**config.mk**
```make
export PLATFORM = sky130hd
export DESIGN_NAME = dcache_ctrl
export DESIGN_NICKNAME = d
export VERILOG_FILES = /design/src/rtl/dcache_ctrl_pkg.sv /design/src/rtl/dcache_sram.sv /design/src/rtl/dcache_ctrl.sv
export SDC_FILE = /design/constraint.sdc
export NUM_CORES = 2
export LEC_CHECK = 0
export CORE_ASPECT_RATIO = 1.1
export CORE_MARGIN = 1
export CORE_UTILIZATION = 46
export CTS_BUF_LIST = sky130_fd_sc_hd__clkbuf_16
export DETAILED_ROUTE_END_ITERATION = 8
export PLACE_DENSITY = 0.74
export SLEW_MARGIN = 20
export SYNTH_ARGS = -nofsm -noshare
export SYNTH_HDL_FRONTEND = slang
export SYNTH_MEMORY_MAX_BITS = 65536
export SYNTH_SLANG_ARGS = --single-unit
```
**constraint.sdc**
```tcl
create_clock -name clk_i -period 13.4 [get_ports clk_i]
set_input_delay 2.68 -clock clk_i [delete_from_list [all_inputs] [get_ports clk_i]]
set_output_delay 2.68 -clock clk_i [all_outputs]
set_load 0.01 [all_outputs]
```
**src/rtl/dcache_ctrl_pkg.sv**
```systemverilog
// Shared definitions for the direct-mapped L1 data cache controller.
package dcache_ctrl_pkg;

    // Controller state encoding
    typedef enum logic [1:0] {
        S_IDLE      = 2'd0,
        S_WRITEBACK = 2'd1,
        S_REFILL    = 2'd2,
        S_DONE      = 2'd3
    } state_t;

    localparam int OFS_W  = 5;    // byte offset within a 32-byte line
    localparam int WSEL_W = 3;    // word select within a line
    localparam int WORD_W = 32;

    // Extract one 32-bit word from a 256-bit line
    function automatic logic [WORD_W-1:0] line_word(input logic [255:0] line,
                                                    input logic [WSEL_W-1:0] sel);
        return line[{sel, 5'b0} +: WORD_W];
    endfunction

endpackage

```
**src/rtl/dcache_sram.sv**
```systemverilog
// Tag/valid/dirty/data storage for the data cache: combinational read,
// synchronous write, with a full-line refill port and a single-word store port.
module dcache_sram
    import dcache_ctrl_pkg::*;
#(
    parameter int NUM_LINES = 16,
    parameter int LINE_W    = 256,
    parameter int TAG_W     = 23,
    parameter int IDX_W     = 4
) (
    input  logic              clk_i,
    input  logic              rst_i,
    input  logic [IDX_W-1:0]  idx_i,
    output logic              valid_o,
    output logic              dirty_o,
    output logic [TAG_W-1:0]  tag_o,
    output logic [LINE_W-1:0] line_o,
    input  logic              line_we_i,
    input  logic [TAG_W-1:0]  line_tag_i,
    input  logic [LINE_W-1:0] line_data_i,
    input  logic              word_we_i,
    input  logic [WSEL_W-1:0] word_sel_i,
    input  logic [WORD_W-1:0] word_data_i
);

    logic [NUM_LINES-1:0] valid_q;
    logic [NUM_LINES-1:0] dirty_q;
    logic [TAG_W-1:0]     tag_q  [NUM_LINES];
    logic [LINE_W-1:0]    data_q [NUM_LINES];

    assign valid_o = valid_q[idx_i];
    assign dirty_o = dirty_q[idx_i];
    assign tag_o   = tag_q[idx_i];
    assign line_o  = data_q[idx_i];

    // Status bits: cleared by reset, refill makes a line valid and clean, a store dirties it
    always_ff @(posedge clk_i) begin
        if (rst_i) begin
            valid_q <= '0;
            dirty_q <= '0;
        end else if (line_we_i) begin
            valid_q[idx_i] <= 1'b1;
            dirty_q[idx_i] <= 1'b0;
        end else if (word_we_i) begin
            dirty_q[idx_i] <= 1'b1;
        end
    end

    // Tag and data arrays carry no reset; validity is tracked by valid_q alone
    always_ff @(posedge clk_i) begin
        if (line_we_i) begin
            tag_q[idx_i]  <= line_tag_i;
            data_q[idx_i] <= line_data_i;
        end else if (word_we_i) begin
            data_q[idx_i][{word_sel_i, 5'b0} +: WORD_W] <= word_data_i;
        end
    end

endmodule

```
**src/rtl/dcache_ctrl.sv**
```systemverilog
// Direct-mapped, write-back, write-allocate L1 data cache controller.
// Hits complete in zero cycles; misses stall while the FSM writes back the
// victim (if dirty) and refills the line over the memory enable/ack handshake.
module dcache_ctrl
    import dcache_ctrl_pkg::*;
#(
    parameter int NUM_LINES = 16,
    parameter int LINE_W    = 256,
    parameter int ADDR_W    = 32
) (
    input  logic              clk_i,
    input  logic              rst_i,
    input  logic [ADDR_W-1:0] cpu_addr_i,
    input  logic [31:0]       cpu_data_i,
    input  logic              cpu_MemRead_i,
    input  logic              cpu_MemWrite_i,
    output logic [31:0]       cpu_data_o,
    output logic              cpu_stall_o,
    output logic [ADDR_W-1:0] mem_addr_o,
    output logic [LINE_W-1:0] mem_data_o,
    output logic              mem_enable_o,
    output logic              mem_write_o,
    input  logic [LINE_W-1:0] mem_data_i,
    input  logic              mem_ack_i
);

    localparam int IDX_W = $clog2(NUM_LINES);
    localparam int TAG_W = ADDR_W - IDX_W - OFS_W;

    logic [IDX_W-1:0]  idx;
    logic [TAG_W-1:0]  tag;
    logic [WSEL_W-1:0] wsel;
    logic [1:0]        unused_addr_lsb;

    logic              sram_valid;
    logic              sram_dirty;
    logic [TAG_W-1:0]  sram_tag;
    logic [LINE_W-1:0] sram_line;

    logic              req;
    logic              hit;
    logic              line_we;
    logic              word_we;

    state_t            state_q;
    logic              mem_enable_q;
    logic              mem_write_q;
    logic [ADDR_W-1:0] mem_addr_q;
    logic [LINE_W-1:0] mem_data_q;

    assign idx             = cpu_addr_i[IDX_W+OFS_W-1:OFS_W];
    assign tag             = cpu_addr_i[ADDR_W-1:IDX_W+OFS_W];
    assign wsel            = cpu_addr_i[OFS_W-1:2];
    assign unused_addr_lsb = cpu_addr_i[1:0];

    assign req         = cpu_MemRead_i | cpu_MemWrite_i;
    assign hit         = req & sram_valid & (sram_tag == tag);
    assign cpu_stall_o = req & ~hit;

    // A store takes priority over a load, so read data is only returned for pure loads
    assign cpu_data_o = (hit & cpu_MemRead_i & ~cpu_MemWrite_i) ? line_word(sram_line, wsel) : 32'h0;

    // Stores land on a hit: directly from IDLE, or in DONE after a store miss refills
    assign word_we = hit & cpu_MemWrite_i & ~rst_i;
    assign line_we = (state_q == S_REFILL) & mem_ack_i & ~rst_i;

    dcache_sram #(
        .NUM_LINES (NUM_LINES),
        .LINE_W    (LINE_W),
        .TAG_W     (TAG_W),
        .IDX_W     (IDX_W)
    ) u_sram (
        .clk_i       (clk_i),
        .rst_i       (rst_i),
        .idx_i       (idx),
        .valid_o     (sram_valid),
        .dirty_o     (sram_dirty),
        .tag_o       (sram_tag),
        .line_o      (sram_line),
        .line_we_i   (line_we),
        .line_tag_i  (tag),
        .line_data_i (mem_data_i),
        .word_we_i   (word_we),
        .word_sel_i  (wsel),
        .word_data_i (cpu_data_i)
    );

    assign mem_enable_o = mem_enable_q;
    assign mem_write_o  = mem_write_q;
    assign mem_addr_o   = mem_addr_q;
    assign mem_data_o   = mem_data_q;

    // Miss-handling FSM with registered memory-side outputs
    always_ff @(posedge clk_i) begin
        if (rst_i) begin
            state_q      <= S_IDLE;
            mem_enable_q <= 1'b0;
            mem_write_q  <= 1'b0;
            mem_addr_q   <= '0;
            mem_data_q   <= '0;
        end else begin
            case (state_q)
                S_IDLE: begin
                    if (req & ~hit) begin
                        mem_enable_q <= 1'b1;
                        if (sram_valid & sram_dirty) begin
                            state_q     <= S_WRITEBACK;
                            mem_write_q <= 1'b1;
                            mem_addr_q  <= {sram_tag, idx, {OFS_W{1'b0}}};
                            mem_data_q  <= sram_line;
                        end else begin
                            state_q     <= S_REFILL;
                            mem_write_q <= 1'b0;
                            mem_addr_q  <= {tag, idx, {OFS_W{1'b0}}};
                            mem_data_q  <= '0;
                        end
                    end
                end
                S_WRITEBACK: begin
                    if (mem_ack_i) begin
                        state_q     <= S_REFILL;
                        mem_write_q <= 1'b0;
                        mem_addr_q  <= {tag, idx, {OFS_W{1'b0}}};
                        mem_data_q  <= '0;
                    end
                end
                S_REFILL: begin
                    if (mem_ack_i) begin
                        state_q      <= S_DONE;
                        mem_enable_q <= 1'b0;
                        mem_write_q  <= 1'b0;
                        mem_addr_q   <= '0;
                        mem_data_q   <= '0;
                    end
                end
                default: begin
                    state_q <= S_IDLE;
                end
            endcase
        end
    end

endmodule

```
==> results.yml <==
sta:
  max_freq_mhz: 87.34
  rsz0062_at_grt: "no"
  max_slew.worst_pin.slew_ns: 1.299
  setup_violations: 0
  min_period_over_period_pct: 85.44
  slew_viol_final: 0
  max_slew_margin_pct: 13.42
  min_period_ns: 11.45
  fin_setup_tns_ns: 0
  skew_ns: 0.09504
  final_hold_viol_count: 0
  layout_setup_ws_ns: 1.951
detailed_routing:
  drtAntennaViolNets: 0
  drt_iter0_drc: 14720
  num_vias: 95400
  viasPerCell: 6.463
  wl_per_cell_um: 38.78
  post-route-drc-count: 0
  drt-total-wl_um: 572400
  drt_first_pass_iters: 5
min_path:
  worstHoldPathCells: 1
  hold_path_end: "u_sram.valid_q[9]$_SDFFE_PP0P_"
  hp-class: "reg -> reg"
  min-delay-start: "u_sram.valid_q[9]$_SDFFE_PP0P_"
critical_path:
  regToRegSetupSlack_ns: 7.26
  critPathCaptureType: "primary output"
  slowest_stage: "buf_4"
  cp-start-kind: "primary input"
  cp.arrival_ns: 8.77
  slowest_delay_ns: 0.96
  r2r-end: "u_sram.data_q[9][138]$_DFFE_PP_"
  r2r_cells: 12
  path_common_cell: "mux4_2"
  critPathTopFamily: "buffers and inverters"
  crit_chain: "buf_8 -> buf_4 -> buf_12 -> buf_4 -> mux4_2 -> mux4_2 -> mux4_2 -> nand2_1 -> a21oi_1 -> clkdlybuf4s50_1"
  worstSetupPathDepth: 10
  crit_buf_inv: 5
  path_class: "in -> out"
  r2r_start: "u_sram.tag_q[10][21]$_DFFE_PP_"
  path_max_fanout: 94
  required_ns: 10.72
clock_network:
  cts_buffer_depth: 4
  clkTransAtPathRegs_ns: 0.06
  cts_tree: "yes"
  postCtsSetupRepairBufs: 0
  cts_hold_buf: 0
  root_buffer: "clkbuf_16"
  clock_sink_count: 4783
  ctsResizeCount: 0
  cts-buffers-inserted: 441
  cts_htree_levels: 5
  insertion_delay_ns: 1.05
synthesis:
  ys_seq_area_share_pct: 75.99
  ys_ff_latch: 4783
  synth_edf_count: 4464
  syn-cell-area_um2: 184800
  avgSynthCellArea_um2: 22.97
  ys_types: 69
  synthFlopType: "edfxtp_1"
  yosys_warnings: 0
  synthCells: 8045
  synthArstFlopShare_pct: 0
die:
  dieArea_um2: 404300
  num_rows: 243
  die_h_um: 666.8
  core_area_um2: 398900
  ios: 648
  start_util_pct: 46.33
  die_w_um: 606.3
final_layout:
  final_cell_mix: "edfxtp_1, mux4_2, clkdlybuf4s50_1"
  fin_util_pct: 53.74
  seq_area_um2: 140400
  nets: 9240
  final_common_cell: "edfxtp_1"
  multi_input_area_um2: 43590
  fillCellCount: 29150
  drive_above_1_share_pct: 28.44
  syn_to_final_growth_pct: 15.99
grt:
  antenna_found_initial: 129
  first_global_vias: 92740
  grt.total_usage_pct: 27.90
  grt_max_degree: 158
  grt_pass1_wl_um: 765900
  grt-ovfl-total: 0
power_and_ir_drop:
  vdd_drop_max_mv: 0.1165
  cellPowerDensity_nw_per_um2: 147.6
  leakage_uw: 0.06712
place:
  post-place-ws_ns: 2.035
  portBuffers: 640
  gp_congestion: 0.8673
  dp_hpwl_um: 339400
run_status:
  status: "finished clean"
run:
  cap_violations: 0
## registers in the layout, indices dropped and copies added (netlist names), named ones only
register / cells
u_sram.data_q: 4096
state_q: 2
u_sram.valid_q: 16
mem_enable_o: 1
u_sram.tag_q: 368
mem_addr_o: 27
mem_data_o: 256
mem_write_o: 1
## metal layers
layer / up-vias / part of all wire, % / track usage (%)
li1: 36420 / - / -
met1: 49980 / 32 / 33.72
met2: 7579 / 47 / 42.01
met3: 1367 / 13 / 7.961
met4: 50 / 8.4 / 22.61
met5: - / 0.060 / 0
## synth_stat cells, drive strengths merged, types with 2 or more instances
master / n / area, µm²
a2111oi: 9 / 78.83
a211oi: 24 / 180.2
a21o: 18 / 135.1
a21oi: 103 / 515.5
a22o: 258 / 2260
a22oi: 20 / 150.1
a2bb2oi: 2 / 17.52
a311o: 10 / 100.1
a311oi: 2 / 17.52
a31oi: 4 / 25.02
and2: 11 / 68.82
and3: 5 / 31.28
and4b: 3 / 30.03
buf: 249 / 1249
clkbuf: 237 / 889.6
dfxtp: 319 / 6386
edfxtp: 4464 / 134000
ha: 6 / 75.07
inv: 16 / 60.05
mux2: 279 / 3142
mux2i: 100 / 1001
mux4: 1421 / 32000
nand2: 156 / 585.6
nand2b: 5 / 31.28
nand3: 14 / 70.07
nand3b: 3 / 22.52
nand4: 5 / 31.28
nor2: 174 / 653.1
nor2b: 13 / 81.33
nor3: 14 / 75.07
nor4: 2 / 12.51
o2111ai: 2 / 17.52
o21ai: 22 / 113.9
o221a: 11 / 123.9
o22a: 2 / 17.52
o22ai: 13 / 81.33
or2: 2 / 12.51
or3: 2 / 12.51
xnor2: 19 / 166.4
xor2: 5 / 43.79
## where the power goes
part	switching [µW]	internal (µW)	total [µW]
Combinational	1630	806	2430
Clock	5600	7120	12700
Sequential	47.0	16400	16500
Total	7270	24400	31600
## area by class of cell
class	count	area share [%]
well taps	5267	3.074
clock buffers	446	5.207
inverters	16	0.02919
diodes	193	0.2253
flip-flops and latches	4783	65.52
multi-input cells	2764	20.34
repair buffers	903	3.987
clock inverters	389	1.626
## worst reg2reg max path, cell delays in order (launching register included)
cell and delay, ns:
edfxtp_1 0.37, mux4_2 0.51, mux2i_1 0.17, xor2_1 0.31, nand2_1 0.11, or4_1 0.64
a2111o_1 0.60, nor3_4 0.20, buf_4 0.58, nand4_1 0.31, buf_4 0.53, a21oi_4 0.86
buf_4 0.58
## kinds of logic after synthesis
| family | after synthesis | synth area share, % |
|---|---|---|
| AO/OA/AOI/OAI | 515 | 2.146 |
| XOR/XNOR | 24 | 0.1137 |
| adder cells (fa/ha/maj) | 6 | 0.04062 |
| buffers and inverters | 502 | 1.190 |
| flip-flops | 4783 | 75.99 |
| multiplexers | 1800 | 19.56 |
| other | 1 | 0.002029 |
| AND/OR/NAND/NOR | 414 | 0.9567 |
## metrics by stage
step / cell area [µm²] / hold slack [ns] / instances / total power, µW
final: 214400 / 0.4493 / 14760 / 31650
after global routing: 214100 / 0.4610 / 14640 / 32280
after CTS: 213800 / 0.4498 / 14570 / 31660
after detailed placement: 199200 / 0.4355 / 13730 / 19190
after global placement: 199000 / 0.4275 / 13720 / 19120
after floorplan: 184800 / 0.4211 / 8049 / 18080
## worst max-delay path by stage
stage | from | end | slack (ns)
global route | cpu_addr_i[5] | cpu_data_o[13] | 1.95
finish | cpu_addr_i[6] | cpu_data_o[22] | 1.95
CTS | cpu_addr_i[6] | cpu_data_o[1] | 2.07
global placement | cpu_addr_i[6] | cpu_data_o[16] | 1.54
floorplan | cpu_addr_i[5] | cpu_data_o[5] | 4.37
detailed placement | cpu_addr_i[6] | cpu_data_o[1] | 2.04
Power figures use the tool's default switching activity.
